### src/rtl/mem_access_if.sv
// Data-memory request/acknowledge bus between the memory-access stage and data memory.
interface mem_access_if;
    logic        dmem_req;
    logic        dmem_we;
    logic [31:0] dmem_addr;
    logic [31:0] dmem_wdata;
    logic [31:0] dmem_rdata;
    logic        dmem_ack;

    modport master (
        output dmem_req, dmem_we, dmem_addr, dmem_wdata,
        input  dmem_rdata, dmem_ack
    );

    modport slave (
        input  dmem_req, dmem_we, dmem_addr, dmem_wdata,
        output dmem_rdata, dmem_ack
    );
endinterface

### src/rtl/mem_access.sv
// Memory-access pipeline stage: issues data loads/stores over a req/ack bus and
// registers execute results into the MEM/WB register feeding writeback.
module mem_access #(
    parameter int TIMEOUT = 16
) (
    input  logic         clk,
    input  logic         rst_n,
    input  logic         valid_in,
    input  logic [3:0]   rd_num_in,
    input  logic [31:0]  md_in,
    input  logic [31:0]  result_in,
    input  logic [31:0]  cpsr_in,
    input  logic         taken_in,
    input  logic         is_alu_op_in,
    input  logic         is_cmp_op_in,
    input  logic         is_jmp_op_in,
    input  logic         is_ld_op_in,
    input  logic         is_str_op_in,
    output logic         stall,
    mem_access_if.master dmem,
    output logic         valid_out,
    output logic [3:0]   rd_num_passthrough,
    output logic [31:0]  md_passthrough,
    output logic [31:0]  result,
    output logic [31:0]  cpsr_passthrough,
    output logic [31:0]  dmem_val_passthrough,
    output logic         taken,
    output logic         is_alu_op_passthrough,
    output logic         is_cmp_op_passthrough,
    output logic         is_jmp_op_passthrough,
    output logic         is_ld_op_passthrough,
    output logic         mem_fault
);
    localparam int               CNT_W    = (TIMEOUT < 2) ? 1 : $clog2(TIMEOUT + 1);
    localparam logic [CNT_W-1:0] CNT_LAST = CNT_W'(TIMEOUT - 1);
    localparam logic [CNT_W-1:0] CNT_MAX  = {CNT_W{1'b1}};
    localparam logic [CNT_W-1:0] CNT_ONE  = CNT_W'(1);
    localparam logic [CNT_W-1:0] CNT_ZERO = {CNT_W{1'b0}};

    typedef enum logic [0:0] {
        ST_IDLE = 1'b0,
        ST_WAIT = 1'b1
    } state_t;

    state_t           state_r, state_nxt;
    logic [CNT_W-1:0] cnt_r, cnt_nxt;
    logic             req_r, req_nxt, we_r, we_nxt;
    logic [31:0]      addr_r, addr_nxt, wdata_r, wdata_nxt;
    logic             valid_r, valid_nxt, taken_r, taken_nxt, fault_r, fault_nxt;
    logic [3:0]       rd_r, rd_nxt;
    logic [31:0]      md_r, md_nxt, res_r, res_nxt, cpsr_r, cpsr_nxt, dval_r, dval_nxt;
    // ops vectors are ordered {ld, jmp, cmp, alu}
    logic [3:0]       ops_r, ops_nxt;
    logic [3:0]       ops_in_s;
    logic             mem_op_s, aligned_s, timeout_hit_s;

    assign ops_in_s      = {is_ld_op_in, is_jmp_op_in, is_cmp_op_in, is_alu_op_in};
    assign mem_op_s      = valid_in & (is_ld_op_in | is_str_op_in);
    assign aligned_s     = (result_in[1:0] == 2'b00);
    assign timeout_hit_s = (TIMEOUT != 32'sd0) && (cnt_r == CNT_LAST) && !dmem.dmem_ack;

    // Next-state, stall and next MEM/WB / bus register values
    always_comb begin
        state_nxt = state_r;
        cnt_nxt   = cnt_r;
        req_nxt   = req_r;
        we_nxt    = we_r;
        addr_nxt  = addr_r;
        wdata_nxt = wdata_r;
        valid_nxt = valid_r;
        rd_nxt    = rd_r;
        md_nxt    = md_r;
        res_nxt   = res_r;
        cpsr_nxt  = cpsr_r;
        taken_nxt = taken_r;
        dval_nxt  = dval_r;
        ops_nxt   = ops_r;
        fault_nxt = 1'b0;
        stall     = 1'b0;
        case (state_r)
            ST_IDLE: begin
                stall = mem_op_s & aligned_s;
                if (!valid_in) begin
                    valid_nxt = 1'b0;
                    ops_nxt   = 4'b0000;
                end else if (mem_op_s && aligned_s) begin
                    req_nxt   = 1'b1;
                    we_nxt    = is_str_op_in;
                    addr_nxt  = result_in;
                    wdata_nxt = md_in;
                    cnt_nxt   = CNT_ZERO;
                    valid_nxt = 1'b0;
                    ops_nxt   = 4'b0000;
                    state_nxt = ST_WAIT;
                end else begin
                    // misaligned memory ops retire as a valid bubble so writeback does nothing
                    fault_nxt = mem_op_s;
                    valid_nxt = 1'b1;
                    ops_nxt   = mem_op_s ? 4'b0000 : ops_in_s;
                    rd_nxt    = rd_num_in;
                    md_nxt    = md_in;
                    res_nxt   = result_in;
                    cpsr_nxt  = cpsr_in;
                    taken_nxt = taken_in;
                end
            end
            ST_WAIT: begin
                stall = ~dmem.dmem_ack & ~timeout_hit_s;
                if (dmem.dmem_ack || timeout_hit_s) begin
                    // ack wins over a simultaneous timeout because timeout_hit_s excludes ack
                    req_nxt   = 1'b0;
                    fault_nxt = timeout_hit_s;
                    valid_nxt = 1'b1;
                    ops_nxt   = dmem.dmem_ack ? ops_in_s : 4'b0000;
                    rd_nxt    = rd_num_in;
                    md_nxt    = md_in;
                    res_nxt   = result_in;
                    cpsr_nxt  = cpsr_in;
                    taken_nxt = taken_in;
                    dval_nxt  = (dmem.dmem_ack && !we_r) ? dmem.dmem_rdata : dval_r;
                    state_nxt = ST_IDLE;
                end else if (cnt_r != CNT_MAX) begin
                    cnt_nxt = cnt_r + CNT_ONE;
                end else begin
                    cnt_nxt = cnt_r;
                end
            end
            default: begin
                req_nxt   = 1'b0;
                state_nxt = ST_IDLE;
            end
        endcase
    end

    // State, memory bus and MEM/WB registers
    always_ff @(posedge clk or negedge rst_n) begin
        if (!rst_n) begin
            state_r <= ST_IDLE;
            cnt_r   <= CNT_ZERO;
            req_r   <= 1'b0;
            we_r    <= 1'b0;
            addr_r  <= 32'h0000_0000;
            wdata_r <= 32'h0000_0000;
            valid_r <= 1'b0;
            rd_r    <= 4'h0;
            md_r    <= 32'h0000_0000;
            res_r   <= 32'h0000_0000;
            cpsr_r  <= 32'h0000_0000;
            taken_r <= 1'b0;
            dval_r  <= 32'h0000_0000;
            ops_r   <= 4'b0000;
            fault_r <= 1'b0;
        end else begin
            state_r <= state_nxt;
            cnt_r   <= cnt_nxt;
            req_r   <= req_nxt;
            we_r    <= we_nxt;
            addr_r  <= addr_nxt;
            wdata_r <= wdata_nxt;
            valid_r <= valid_nxt;
            rd_r    <= rd_nxt;
            md_r    <= md_nxt;
            res_r   <= res_nxt;
            cpsr_r  <= cpsr_nxt;
            taken_r <= taken_nxt;
            dval_r  <= dval_nxt;
            ops_r   <= ops_nxt;
            fault_r <= fault_nxt;
        end
    end

    assign dmem.dmem_req         = req_r;
    assign dmem.dmem_we          = we_r;
    assign dmem.dmem_addr        = addr_r;
    assign dmem.dmem_wdata       = wdata_r;
    assign valid_out             = valid_r;
    assign rd_num_passthrough    = rd_r;
    assign md_passthrough        = md_r;
    assign result                = res_r;
    assign cpsr_passthrough      = cpsr_r;
    assign dmem_val_passthrough  = dval_r;
    assign taken                 = taken_r;
    assign is_alu_op_passthrough = ops_r[0];
    assign is_cmp_op_passthrough = ops_r[1];
    assign is_jmp_op_passthrough = ops_r[2];
    assign is_ld_op_passthrough  = ops_r[3];
    assign mem_fault             = fault_r;
endmodule

### src/flat_wrapper.sv
// flat-port wrapper written by rule: the top's interface ports become plain ports
module mem_access_flat 
#(
    parameter int TIMEOUT = 16
)
  (clk, rst_n, valid_in, rd_num_in, md_in, result_in, cpsr_in, taken_in, is_alu_op_in, is_cmp_op_in, is_jmp_op_in, is_ld_op_in, is_str_op_in, stall, valid_out, rd_num_passthrough, md_passthrough, result, cpsr_passthrough, dmem_val_passthrough, taken, is_alu_op_passthrough, is_cmp_op_passthrough, is_jmp_op_passthrough, is_ld_op_passthrough, mem_fault, dmem_dmem_req, dmem_dmem_we, dmem_dmem_addr, dmem_dmem_wdata, dmem_dmem_rdata, dmem_dmem_ack);
  mem_access_if dmem_i ();
  input  logic clk;
  input  logic rst_n;
  input  logic valid_in;
  input  logic [3:0] rd_num_in;
  input  logic [31:0] md_in;
  input  logic [31:0] result_in;
  input  logic [31:0] cpsr_in;
  input  logic taken_in;
  input  logic is_alu_op_in;
  input  logic is_cmp_op_in;
  input  logic is_jmp_op_in;
  input  logic is_ld_op_in;
  input  logic is_str_op_in;
  output logic stall;
  output logic valid_out;
  output logic [3:0] rd_num_passthrough;
  output logic [31:0] md_passthrough;
  output logic [31:0] result;
  output logic [31:0] cpsr_passthrough;
  output logic [31:0] dmem_val_passthrough;
  output logic taken;
  output logic is_alu_op_passthrough;
  output logic is_cmp_op_passthrough;
  output logic is_jmp_op_passthrough;
  output logic is_ld_op_passthrough;
  output logic mem_fault;
  output wire logic [$bits(dmem_i.dmem_req)-1:0] dmem_dmem_req;
  output wire logic [$bits(dmem_i.dmem_we)-1:0] dmem_dmem_we;
  output wire logic [$bits(dmem_i.dmem_addr)-1:0] dmem_dmem_addr;
  output wire logic [$bits(dmem_i.dmem_wdata)-1:0] dmem_dmem_wdata;
  input wire logic [$bits(dmem_i.dmem_rdata)-1:0] dmem_dmem_rdata;
  input wire logic [$bits(dmem_i.dmem_ack)-1:0] dmem_dmem_ack;
  assign dmem_dmem_req = dmem_i.dmem_req;
  assign dmem_dmem_we = dmem_i.dmem_we;
  assign dmem_dmem_addr = dmem_i.dmem_addr;
  assign dmem_dmem_wdata = dmem_i.dmem_wdata;
  assign dmem_i.dmem_rdata = dmem_dmem_rdata;
  assign dmem_i.dmem_ack = dmem_dmem_ack;
  mem_access #(.TIMEOUT(TIMEOUT)) u_core (.clk(clk), .rst_n(rst_n), .valid_in(valid_in), .rd_num_in(rd_num_in), .md_in(md_in), .result_in(result_in), .cpsr_in(cpsr_in), .taken_in(taken_in), .is_alu_op_in(is_alu_op_in), .is_cmp_op_in(is_cmp_op_in), .is_jmp_op_in(is_jmp_op_in), .is_ld_op_in(is_ld_op_in), .is_str_op_in(is_str_op_in), .stall(stall), .dmem(dmem_i), .valid_out(valid_out), .rd_num_passthrough(rd_num_passthrough), .md_passthrough(md_passthrough), .result(result), .cpsr_passthrough(cpsr_passthrough), .dmem_val_passthrough(dmem_val_passthrough), .taken(taken), .is_alu_op_passthrough(is_alu_op_passthrough), .is_cmp_op_passthrough(is_cmp_op_passthrough), .is_jmp_op_passthrough(is_jmp_op_passthrough), .is_ld_op_passthrough(is_ld_op_passthrough), .mem_fault(mem_fault));
endmodule
### config.mk
export PLATFORM = sky130hd
export DESIGN_NAME = mem_access_flat
export DESIGN_NICKNAME = d
export VERILOG_FILES = /design/src/rtl/mem_access_if.sv /design/src/rtl/mem_access.sv /design/src/flat_wrapper.sv
export SDC_FILE = /design/constraint.sdc
export NUM_CORES = 1
export LEC_CHECK = 0
export CORE_ASPECT_RATIO = 0.6
export CORE_MARGIN = 5
export CORE_UTILIZATION = 44
export CTS_BUF_LIST = sky130_fd_sc_hd__clkbuf_8
export DETAILED_ROUTE_END_ITERATION = 10
export PLACE_DENSITY_LB_ADDON = 0.08
export SETUP_SLACK_MARGIN = 0.02
export SKIP_CTS_REPAIR_TIMING = 1
export SYNTH_ARGS = -nofsm -noshare
export SYNTH_HDL_FRONTEND = slang
export SYNTH_SLANG_ARGS = --single-unit
### constraint.sdc
create_clock -name clk -period 2.7 [get_ports clk]
set_clock_uncertainty 0.15 [all_clocks]
set_input_delay 0.54 -clock clk [delete_from_list [all_inputs] [get_ports clk]]
set_output_delay 0.54 -clock clk [all_outputs]
set_load 0.01 [all_outputs]
After elaboration in Yosys (flattened, before gate mapping)
Cells that the tools add are included.
Widths: inputs -> output; s select.

storage, ports and cells
  bits in registers = 211
  input bits = 142
  output and inout port bits = 206
  logic and storage cells = 91

cells by class
  add/sub/neg operators = 1
  equal/unequal tests = 8
  mux-type cells = 48
  bitwise logic cells = 7
  reduce and logical (&&, ||, !) cells = 12

operators by type and width
  cell                 count
  $mux 32              9
  $pmux 32 s2          3
  $mux 4               8
  $mux 5               4
  $pmux 4 s2           2
  $mux 1               15
  $pmux 1 s2           6
  $reduce_and 3->1     4
  $ne 2x2->1 const B   5
  $pmux 5 s2           1
  $add 5x1->5 const B  1
  $eq 5x4->1 const B   1
  $ne 5x5->1 const B   1
  $reduce_and 4->1     1
  $and 1x1->1          3
  $logic_and 1x1->1    3
  $not 1->1            3
  $logic_not 1->1      2
  $logic_not 2->1      1
  $ne 2x1->1 const B   1
  $logic_or 1x1->1     1
  $or 1x1->1           1

Logic depth before layout (Yosys ltp)
  word-level depth = 6
  gate-level depth with buffers = 9
  depth with buffers taken out = 7

Worst setup path before layout
No wires, ideal clock.

  path kind = register -> register
  start point = register u_core.cnt_r[0]
  end point = register u_core.cpsr_r[0], in the netlist u_core.cpsr_passthrough[0]
  setup time = 125 ps
  data arrival time = 1972 ps
  data required time = 2425 ps
  setup slack = 453 ps
  stages on the path, launching flop included = 10
  buffers on the path = 2
  clock period less this slack = 2247 ps
  cell sequence = dfrtp_1 ha_1 and3_1 ha_1 nor2_1 nand2_2 o211ai_2 buf_6 buf_6 mux2_4

on the way
  word-level cells in the longest chain between the ends = 5

RTL lines
  what                               line               text
  from (decl)                        mem_access.sv:46   logic [CNT_W-1:0] cnt_r, cnt_nxt;
  from (signal assigned)             mem_access.sv:155  cnt_r <= cnt_nxt;
  $eq 5x4->1                         mem_access.sv:60   assign timeout_hit_s = (TIMEOUT != 32'sd0) && (cnt_r == CNT_LAST) && !dmem.dmem_ack;
  $logic_and 1x1->1                  mem_access.sv:60
  $logic_or 1x1->1                   mem_access.sv:109  if (dmem.dmem_ack || timeout_hit_s) begin
  $ne 2x2->1 (no source line)        n/a
  $reduce_and 3->1 (no source line)  n/a
  to (signal assigned)               mem_access.sv:164  cpsr_r <= cpsr_nxt;
  to (decl)                          mem_access.sv:51   logic [31:0] md_r, md_nxt, res_r, res_nxt, cpsr_r, cpsr_nxt, dval_r, dval_nxt;

No other way between the ends.
A chain may end at the register's enable or synchronous reset.

Worst setup path in the final report
  start point = register u_core.cnt_r[0]
  end point = output stall

on the way
  word-level cells in the longest chain between the ends = 5

RTL lines
  what               line                text
  $eq 5x4->1         mem_access.sv:60
  $logic_and 1x1->1  mem_access.sv:60
  $not 1->1          mem_access.sv:108   stall = ~dmem.dmem_ack & ~timeout_hit_s;
  $and 1x1->1        mem_access.sv:108
  $pmux 1 s2         mem_access.sv:80    case (state_r)
  to (decl)          flat_wrapper.sv:21  output logic stall;

No other way between the ends.

==> results_dict.tcl <==
set metrics [dict create \
    drive_above_1_share 0.284 \
    ys_seq_area_frac 0.643 \
    gr-usage-met1 0.250 \
    syn_avg_cell_area_um2 17.3 \
    fp-row-count 38 \
    use_met3 0.0870 \
    antenna_cells 0 \
    globalplace.congestion 0.837 \
    grt_max_degree 54 \
    arrival_ps 1900 \
    status "finished, final reports clean" \
    via_per_inst 4.83 \
    cts_buffers 34 \
    r2r-start "u_core.cnt_r[0]" \
    busiest_layer "met2" \
    grt_pass1_wl_um 36100 \
    overflow 0 \
    synth_nets 620 \
    antenna_found_initial 0 \
    die_h_um 116 \
    dieArea_mm2 0.0216 \
    path_max_fanout 4 \
    synth.area.top_cells "dfrtp_1 64%, mux2_2 16%, mux2_4 11%" \
    synthCells 475 \
    critPathLaunch "u_core.cnt_r[0]" \
    cts_tree "done" \
    fmax_ghz 0.386 \
    r2r_cells 9 \
    fin_cells 1116 \
    hold_path_depth 1 \
    path_class "reg -> out" \
    num_vias 5390 \
    die_w_um 186 \
    netlist_area_mm2 0.00821 \
    synth_flop_cell "dfrtp_1" \
    dp_hpwl_um 17100 \
    wl_per_cell_um 20.5 \
    hold_class "reg -> reg" \
    port_buffers 347 \
    ys.warnings.count 0 \
    post_synth_num_cell_types 31 \
    synth_top_area_cell "dfrtp_1" \
    p_per_area_mw_per_mm2 752 \
    critPathCaptureType "output pin" \
    fin_ws_ps 109 \
    synth_edf_count 0 \
    dpl_worst_slack_ps 58.4 \
    required_ps 2010 \
    grt_pass1_vias 6245 \
    rsz0062_at_grt "no" \
    clock_latency_ps 470 \
    hold_viol_final 0 \
    cp-start-kind "register" \
    p_leak_uw 0.00562 \
    period_minus_slack_ps 2590 \
    drc_errors 0 \
    grtUsageTotal 0.211 \
    worstMarginPinSlew_ps 468 \
    maxSlewViolCount 0 \
    clk_path_buf_depth 3 \
    max-vdd-ir-drop_mv 0.420 \
    dr.pass1.iters 4 \
    relSlewSlack 0.688 \
    area_growth_pct 54.9 \
    cts_sinks 211 \
    synth_top_area_frac 0.643 \
    finalCritPeriodShare 0.960 \
    ys_ff_latch 211 \
    hold_start "u_core.md_passthrough[28]" \
    fin_nets 1000 \
    core_mm2 0.0182 \
    drv_cap 0 \
    grt_use_met2 0.363 \
    detail_route.iter0.violations 146 \
    setup_viol 0 \
    initial_core_util 0.451 \
    placed_cells_incl_taps 1056 \
    synthArstFlopShare 1.00 \
    final_antenna_net_count 0 \
    cts.reportedPaths.clkPinSlew_ps 60 \
    htreeDepth 2 \
    io_pins 348 \
    routed_wirelength_um 22900 \
    cts_root_buf "clkbuf_8" \
]
## routing by layer
layer  wire [um]  share of wire
met3        2100          0.092
met4         341          0.015
met1        9070           0.40
met2       11400           0.50
met5           0              0
## stage by stage
step / cell area, um^2 / util / TNS, ps / power (uW) / hold WS [ps]
finish: 12700 / 0.699 / 0 / 9570 / 338
global route: 12700 / 0.699 / 0 / 10100 / 360
CTS: 12700 / 0.697 / -450 / 9720 / -137
detailed placement: 12100 / 0.662 / 0 / 7100 / 318
global placement: 12100 / 0.662 / 0 / 7010 / 315
floorplan: 8210 / - / 0 / 5270 / 94.4
## logic make-up (layout without fill, tap and decap cells)
family / after synthesis / in the layout / share of synthesized area
fa+ha+maj: 3 / 3 / 0.00457
compound gates: 14 / 14 / 0.0134
buf+inv: 23 / 424 / 0.0209
simple gates: 27 / 27 / 0.0207
xor+xnor: 1 / 1 / 0.00107
flops: 211 / 211 / 0.643
mux: 196 / 196 / 0.296
## synthesized netlist by cell type, types with 2 or more instances
cell      number
buf_6          9
mux2_4        60
nand3_1        2
buf_2         11
ha_1           3
mux2_2       117
nand3b_1       2
nand2_1        7
dfrtp_1      211
o21ai_0        4
mux2_1        19
nor2_1         5
and2_1         2
a22o_1         6
## final timing paths
path / endpoint / slack [ps]
min in group asynchronous: u_core.cpsr_passthrough[3] / 430
setup / recovery: stall / 110
setup reg to reg: u_core.cpsr_passthrough[20] / 200
hold / removal: u_core.md_passthrough[28] / 340
hold reg to reg: u_core.md_passthrough[28] / 340
max in group asynchronous: u_core.result[3] / 1320
## final cells by class
class                           instances  area (um^2)
Fill cell                            1254         5490
Sequential cell                       211         5280
Timing Repair Buffer                  366         3730
Multi-Input combinational cell        241         2780
Clock buffer                           41          564
Tap cell                              240          300
Clock inverter                         16         62.6
Inverter                                1         3.75
## registers in the layout, summed over array words and instances (netlist names)
signal,cells
u_core.taken,1
u_core.ops_r,4
u_core.cnt_r,5
u_core.valid_out,1
u_core.rd_num_passthrough,4
u_core.mem_fault,1
u_core.dmem.dmem_wdata,32
u_core.dmem.dmem_addr,32
u_core.result,32
u_core.dmem.dmem_we,1
u_core.dmem.dmem_req,1
u_core.md_passthrough,32
u_core.dmem_val_passthrough,32
u_core.cpsr_passthrough,32
u_core.state_r,1
## critical path: stages (launching register included)
cell and delay [ps]:
dfrtp_1 400, ha_2 200, and3_1 200, ha_2 210, nor2_4 120, nand2_2 70, nand2_1 80, clkbuf_2 130
## layout by cell type, fill, tap and decap left out, types with 2 or more instances in the layout
cell type	synthesis	routed
a22o_1	6	6
and2_1	2	2
buf_12	0	9
buf_4	1	9
clkbuf_8	0	42
clkdlybuf4s50_1	0	345
clkinv_2	0	2
dfrtp_1	211	211
ha_2	0	2
inv_1	1	15
mux2_1	19	19
mux2_2	117	117
mux2_4	60	60
nand2_1	7	7
nand3_1	2	2
nand3b_1	2	2
nor2_1	5	4
o21ai_0	4	4
## power by group
group          total, uW  internal [uW]  switching, uW
clock               2540           1360           1180
sequential          4140           3790            348
combinational       2890           1840           1050
total               9570           6990           2580
Note: power is estimated with default switching activity, not from simulation.
